===== src/rtl/mem_vector_sequencer.sv =====
// Vector load/store sequencer: turns one start request into NUM_ELEM word
// accesses at base_addr+k and assembles or scatters a 16-element vector.
module mem_vector_sequencer #(
   parameter int NUM_ELEM = 16,
   parameter int ELEM_W   = 16
) (
   input  logic                             clk,
   input  logic                             rst,
   input  logic                             start,
   input  logic                             is_store,
   input  logic [15:0]                      base_addr,
   input  logic [4:0]                       RD_in,
   input  logic [NUM_ELEM-1:0][ELEM_W-1:0]  store_data,
   input  logic                             stall,
   input  logic [ELEM_W-1:0]                mem_rdata,
   output logic [15:0]                      mem_addr,
   output logic                             mem_re,
   output logic                             mem_we,
   output logic [ELEM_W-1:0]                mem_wdata,
   output logic                             busy,
   output logic                             done,
   output logic                             wb_en,
   output logic [4:0]                       RD_out,
   output logic [NUM_ELEM-1:0][ELEM_W-1:0]  load_data
);

   localparam int IDX_W = $clog2(NUM_ELEM);
   localparam logic [IDX_W-1:0] LAST_IDX = IDX_W'(NUM_ELEM - 1);

   typedef enum logic [2:0] {
      IDLE,
      LOAD,
      DRAIN,
      STORE,
      DONE
   } state_t;

   state_t                            state;
   state_t                            state_next;
   logic [IDX_W-1:0]                  k;
   logic [15:0]                       base_q;
   logic [NUM_ELEM-1:0][ELEM_W-1:0]   store_q;
   logic                              is_store_q;
   logic                              rd_pending;
   logic [IDX_W-1:0]                  rd_idx;
   logic                              accept;

   assign accept = (state == IDLE) && start;

   // Strobes and the address/data buses are decoded straight from the state so
   // that an access appears in the same cycle the state is entered.
   always_comb begin
      state_next = state;
      mem_addr   = '0;
      mem_re     = 1'b0;
      mem_we     = 1'b0;
      mem_wdata  = '0;
      done       = 1'b0;
      wb_en      = 1'b0;
      busy       = (state != IDLE);
      case (state)
         IDLE: begin
            if (start) begin
               state_next = is_store ? STORE : LOAD;
            end
         end
         LOAD: begin
            if (!stall) begin
               mem_re   = 1'b1;
               mem_addr = base_q + 16'(k);
               if (k == LAST_IDX) begin
                  state_next = DRAIN;
               end
            end
         end
         STORE: begin
            if (!stall) begin
               mem_we    = 1'b1;
               mem_addr  = base_q + 16'(k);
               mem_wdata = store_q[k];
               if (k == LAST_IDX) begin
                  state_next = DONE;
               end
            end
         end
         DRAIN: begin
            state_next = DONE;
         end
         DONE: begin
            done       = 1'b1;
            wb_en      = !is_store_q;
            state_next = IDLE;
         end
         default: begin
            state_next = IDLE;
         end
      endcase
   end

   always_ff @(posedge clk) begin
      if (rst) begin
         state      <= IDLE;
         k          <= '0;
         base_q     <= '0;
         store_q    <= '0;
         is_store_q <= 1'b0;
         RD_out     <= '0;
         rd_pending <= 1'b0;
         rd_idx     <= '0;
         load_data  <= '0;
      end else begin
         state <= state_next;
         if (accept) begin
            k          <= '0;
            base_q     <= base_addr;
            store_q    <= store_data;
            is_store_q <= is_store;
            RD_out     <= RD_in;
         end else if (mem_re || mem_we) begin
            k <= k + 1'b1;
         end
         // Read data returns one cycle after the strobe, so capture is tracked
         // separately from issue and is unaffected by stall.
         rd_pending <= mem_re;
         rd_idx     <= k;
         if (rd_pending) begin
            load_data[rd_idx] <= mem_rdata;
         end
      end
   end

endmodule


===== config.mk =====
export PLATFORM = sky130hd
export DESIGN_NAME = mem_vector_sequencer
export DESIGN_NICKNAME = d
export VERILOG_FILES = /design/src/rtl/mem_vector_sequencer.sv
export SDC_FILE = /design/constraint.sdc
export NUM_CORES = 1
export LEC_CHECK = 0
export ABC_CLOCK_PERIOD_IN_PS = 4400
export BUFFER_PORTS_ARGS = -buffer_cell sky130_fd_sc_hd__buf_4
export CORE_ASPECT_RATIO = 1.75
export CORE_MARGIN = 4
export CORE_UTILIZATION = 42
export CTS_CLUSTER_DIAMETER = 150
export DETAILED_ROUTE_END_ITERATION = 12
export GPL_TIMING_DRIVEN = 0
export PLACE_DENSITY = 0.67
export SLEW_MARGIN = 20
export SYNTH_ARGS = -nofsm -noshare
export SYNTH_HDL_FRONTEND = slang
export SYNTH_SLANG_ARGS = --single-unit

===== constraint.sdc =====
create_clock -name clk -period 4.4 [get_ports clk]
set_input_delay 0.44 -clock clk [delete_from_list [all_inputs] [get_ports clk]]
set_output_delay 0.44 -clock clk [all_outputs]
set_load 0.02 [all_outputs]

* Word-level counts from Yosys, hierarchy flattened
Index checks and enable logic that the tools add are counted.
** Storage, ports and cells
- Flip-flop bits (word level) :: 546
- Bits of input ports :: 298
- Output and inout port bits :: 298
- Word-level logic and storage cells :: 84
** Cells by class
- $add $sub $neg :: 2
- Magnitude comparators :: 3
- Equality and inequality tests :: 10
- Multiplexer cells :: 21
- Reductions and logical operators :: 9
** Operators with widths (count)
- $bwmux W256 :: 1
- $mux W16 :: 6
- $bmux W16 S4 :: 1
- $demux W16 S4 :: 1
- $add A16 B4 Y16 :: 1
- $mux W3 :: 5
- $pmux W3 S4 :: 1
- $lt A4 B5 Y1 const B :: 2
- $ne A2 B2 Y1 const B :: 5
- $eq A3 B2 Y1 const B :: 2
- $mux W1 :: 5
- $reduce_and A5 Y1 :: 1
- $add A4 B1 Y4 const B :: 1
- $eq A4 B4 Y1 const B :: 1
- $ge A4 B1 Y1 const B :: 1
- $reduce_or A2 Y1 :: 2
- $eq A3 B1 Y1 const B :: 1
- $eq A3 B3 Y1 const B :: 1
- $logic_not A3 Y1 :: 1
- $reduce_bool A3 Y1 :: 1
- $logic_and A1 B1 Y1 :: 2
- $mux W2 :: 1
- $logic_not A1 Y1 :: 1
- $logic_or A1 B1 Y1 :: 1

* Depth between registers and ports, before layout
- Depth after elaboration :: 5
- Depth in mapped cells :: 8
- Gate-level depth less buffers :: 7

* Worst setup path after synthesis
OpenSTA, ideal clock, no wires.
- Path type :: register -> output
- Start point :: register k[1]
- End point :: output mem_addr[14]
- Data arrival time :: 2.615 ns
- Data required time :: 3.960 ns
- Setup slack :: 1.345 ns
- Cell stages (with the launch flop) :: 9
- Buffers on the path :: 2
- Cells stage by stage :: dfxtp_1 buf_4 buf_2 inv_1 fa_1 nand2b_1 a21o_1 or4_1 a21oi_1
** On the way
- Longest elaborated chain between the ends :: 3
** RTL lines
- from (decl) :: RTL line 40 : logic [IDX_W-1:0] k;
- from (signal assigned) :: RTL line 120 : k <= k + 1'b1;
- $add A16 B4 Y16 :: RTL line 70, 79
- $mux W16 :: RTL line 68, 77
- $mux W16
- to (decl) :: RTL line 16 : output logic [15:0] mem_addr,
Every way passes these cells.

* Final worst setup path
- Start point :: register k[1]
- End point :: output mem_wdata[0]
** On the way
- Longest elaborated chain between the ends :: 4
** RTL lines
- $bmux W16 S4 :: RTL line 80 : mem_wdata = store_q[k];
- $mux W16 (implied by the code) :: RTL line 80
- $mux W16 :: RTL line 77 : if (!stall) begin
- $mux W16 :: RTL line 61 : case (state)
- to (decl) :: RTL line 19 : output logic [ELEM_W-1:0] mem_wdata,
Every way passes these cells. The select of a mux whose other input is x is not followed.

==> reports/qor.csv <==
stage,metric,value,unit
timing,setup_ws,0.413,ns
clocking,cts_hold_buf,0,
placement,pre_cts_ws,0.672,ns
clocking,cts_resized,0,
timing,max_freq,251,MHz
drt,final_antenna_net_count,0,
final_layout,mostFrequentLayoutCell,nand2_1,
clocking,cts_setup_buffers,0,
grt,antenna_found_initial,4,
logic_synthesis,synth_cells,2636,
worst_setup_path,required,3.96,ns
final_layout,layout_common_cells,"nand2_1 (1102), buf_4 (583), dfxtp_1 (546)",
logic_synthesis,syn_area,21300,sq um
worst_setup_path,cp-end-kind,primary output,
timing,post-route-period-util,0.906,
die,rows,108,
hold_path,hp-class,primary input to flop,
logic_synthesis,ys_seq_elements,546,
placement,dp_hpwl,72800,um
worst_setup_path,crit_type,flop to primary output,
final_layout,final_cells,3969,
timing,slew_violations,0,
final_layout,multiInputGateArea,9400,sq um
die,die_height,306,um
pwr,leakage,11.1,nW
final_layout,fillCellCount,4617,
timing,skew,0.0228,ns
drt,drtIter0Drc,1606,
drt,routed_wirelength,89700,um
timing,slew-limit-headroom,0.246,
final_layout,regArea,10900,sq um
final_layout,final_area,28200,sq um
drt,num_vias,21200,
grt,grt_max_degree,16,
grt,grt_pass1_vias,21100,
clocking,cts_buffer_depth,3,
timing,finalSetupViolations,0,
logic_synthesis,async_flop_share,0,
die,initial_core_util,0.427,
worst_setup_path,worst_path_most_repeated_cell,buf_4,
grt,grt_pass1_wl,129000,um
clocking,path_clk_slew,0.07,ns
pwr,power.density,402,nW/um^2
die,ios,596,
logic_synthesis,synth_edf_count,0,
logic_synthesis,ys_types,44,
clocking,clk_latency,0.58,ns
die,core,49900,sq um
die,dieArea,54500,sq um
timing,hold_viol_final,0,
final_layout,layout.nets,3569,
drt,wire_per_inst,22.6,um
flow_run,cap_violations,0,
worst_setup_path,cp.arrival,3.55,ns
timing,tns,0,ns
worst_setup_path,slowest_delay,0.67,ns
clocking,htree_levels,2,
logic_synthesis,synth-seq-area-share,0.513,
clocking,root_buffer,clkbuf_16,
clocking,cts.sinks,546,
worst_setup_path,cp_top_family,buffers and inverters,
timing,fin_crit,3.99,ns
placement,gp_congestion,0.938,
worst_setup_path,start_kind,flop,
timing,tightestPinTransition,1.12,ns
final_layout,area_growth,32.5,%
logic_synthesis,yosysWarnings,0,
die,die_x,178,um
clocking,cts_tree,yes,
placement,dpl_cell_area,26500,sq um
grt,gr-total-overflow,0,
run_status,status,finished clean,
placement,dpl.cell_count,3874,
grt,grt_usage,0.313,
drt,avgViaCountPerCell,5.34,
logic_synthesis,syn_nets,2940,
drt,drc_errors,0,
pwr,peakVddDrop,0.313,mV
logic_synthesis,syn_avg_cell_area,8.08,sq um
worst_setup_path,slowest_stage,mux4_2,
worst_setup_path,crit_path_cell_trace,buf_4 -> buf_2 -> mux4_2 -> a22oi_1 -> nand2_1 -> buf_4,
worst_setup_path,cp_num_buf_inv,3,
timing,rsz0062_at_grt,no,
drt,first_pass_iters,6,
placement,port_buffers,578,
final_layout,drive_above_1_share,0.249,
worst_setup_path,critPathMaxFanout,19,
clocking,cts-buffers-inserted,50,
final_layout,utilization,0.566,
logic_synthesis,yosys_most_used_dff,dfxtp_1,
sequential cells by signal, indices dropped and copies added, names as in the netlist:
| register | cells |
|---|---|
| k | 4 |
| rd_idx | 4 |
| state | 3 |
| RD_out | 5 |
| base_q | 16 |
| store_q | 256 |
| is_store_q | 1 |
| rd_pending | 1 |
| load_data | 256 |
layout make-up:
type                       instances  share of cell area
multi-input combinational       1865               0.333
clock buffer                      73              0.0539
clock inverter                    18             0.00825
sequential                       546               0.387
inverter                          10             0.00133
timing repair buffer             578               0.154
tap                              660              0.0293
buffer                           214              0.0326
antenna                            5            0.000443
per-stage QoR:
stage          total power [mW]  hold slack [ns]
2_1_floorplan              6.11            0.433
3_3_place_gp               6.76            0.438
3_5_place_dp               6.79            0.444
4_1_cts                    11.4           0.0845
5_1_grt                    11.7            0.106
6_report                   11.3            0.108
synth_stat cells (2+ instances only):
cell type     n  area (sq um)
a211oi_1      5          37.5
a21o_1        2          15.0
a21oi_1     544          2720
a22oi_1      30           225
and2_1        3          18.8
and3_1        6          37.5
buf_1         4          15.0
buf_2        79           395
buf_4         5          37.5
clkbuf_1    127           477
dfxtp_1     546         10900
ha_1          5          62.6
inv_1        10          37.5
mux2i_1       2          20.0
mux4_2       64          1440
nand2_1    1102          4140
nand2b_1      4          25.0
nand3_1       8          40.0
nand3b_1      2          15.0
nand4_1       2          12.5
nor2_1       25          93.8
nor2_4        3          33.8
nor2b_1       6          37.5
nor3_1        9          45.0
nor3_2        3          30.0
nor3b_2       3          37.5
o21ai_0       4          20.0
o31ai_1       3          22.5
or2_2         3          18.8
or3_1         4          25.0
or4_1         4          30.0
xnor2_1       4          35.0
xor2_1        4          35.0
kinds of logic after synthesis:
logic type / after synthesis / share of synthesized area
buf+inv: 225 / 0.0452
flops: 546 / 0.513
compound gates: 593 / 0.145
simple gates: 1192 / 0.221
fa+ha+maj: 6 / 0.00388
xor+xnor: 8 / 0.00329
mux: 66 / 0.0686
metal layers:
metal | global-route usage | vias to the layer above | routed length (um)
li1 | - | 9958 | -
met1 | 0.320 | 9869 | 30300
met2 | 0.571 | 1076 | 45800
met3 | 0.0640 | 272 | 6940
met4 | 0.197 | 0 | 6690
met5 | 0 | - | 0
final timing paths:
| path | start | slack, ns | cells after the start | to |
|---|---|---|---|---|
| min | store_data[149] | 0.11 | 3 | store_q[149] |
| min reg2reg | store_q[213] | 0.45 | 2 | store_q[213] |
| max | k[1] | 0.41 | 6 | mem_wdata[0] |
| max reg2reg | state[1] | 2.00 | 7 | store_q[118] |
power by group:
| group | total [mW] | leakage, nW | internal [mW] | switching, mW |
|---|---|---|---|---|
| Combinational | 1.38 | 5.81 | 0.507 | 0.869 |
| Clock | 4.64 | 0.856 | 2.70 | 1.95 |
| Sequential | 5.32 | 4.44 | 5.18 | 0.140 |
worst min-delay path, stage by stage:
cell     delay [ns]
buf_4          0.11
nand2_1        0.04
a21oi_1        0.05
Note: power is estimated with default switching activity, not from simulation.
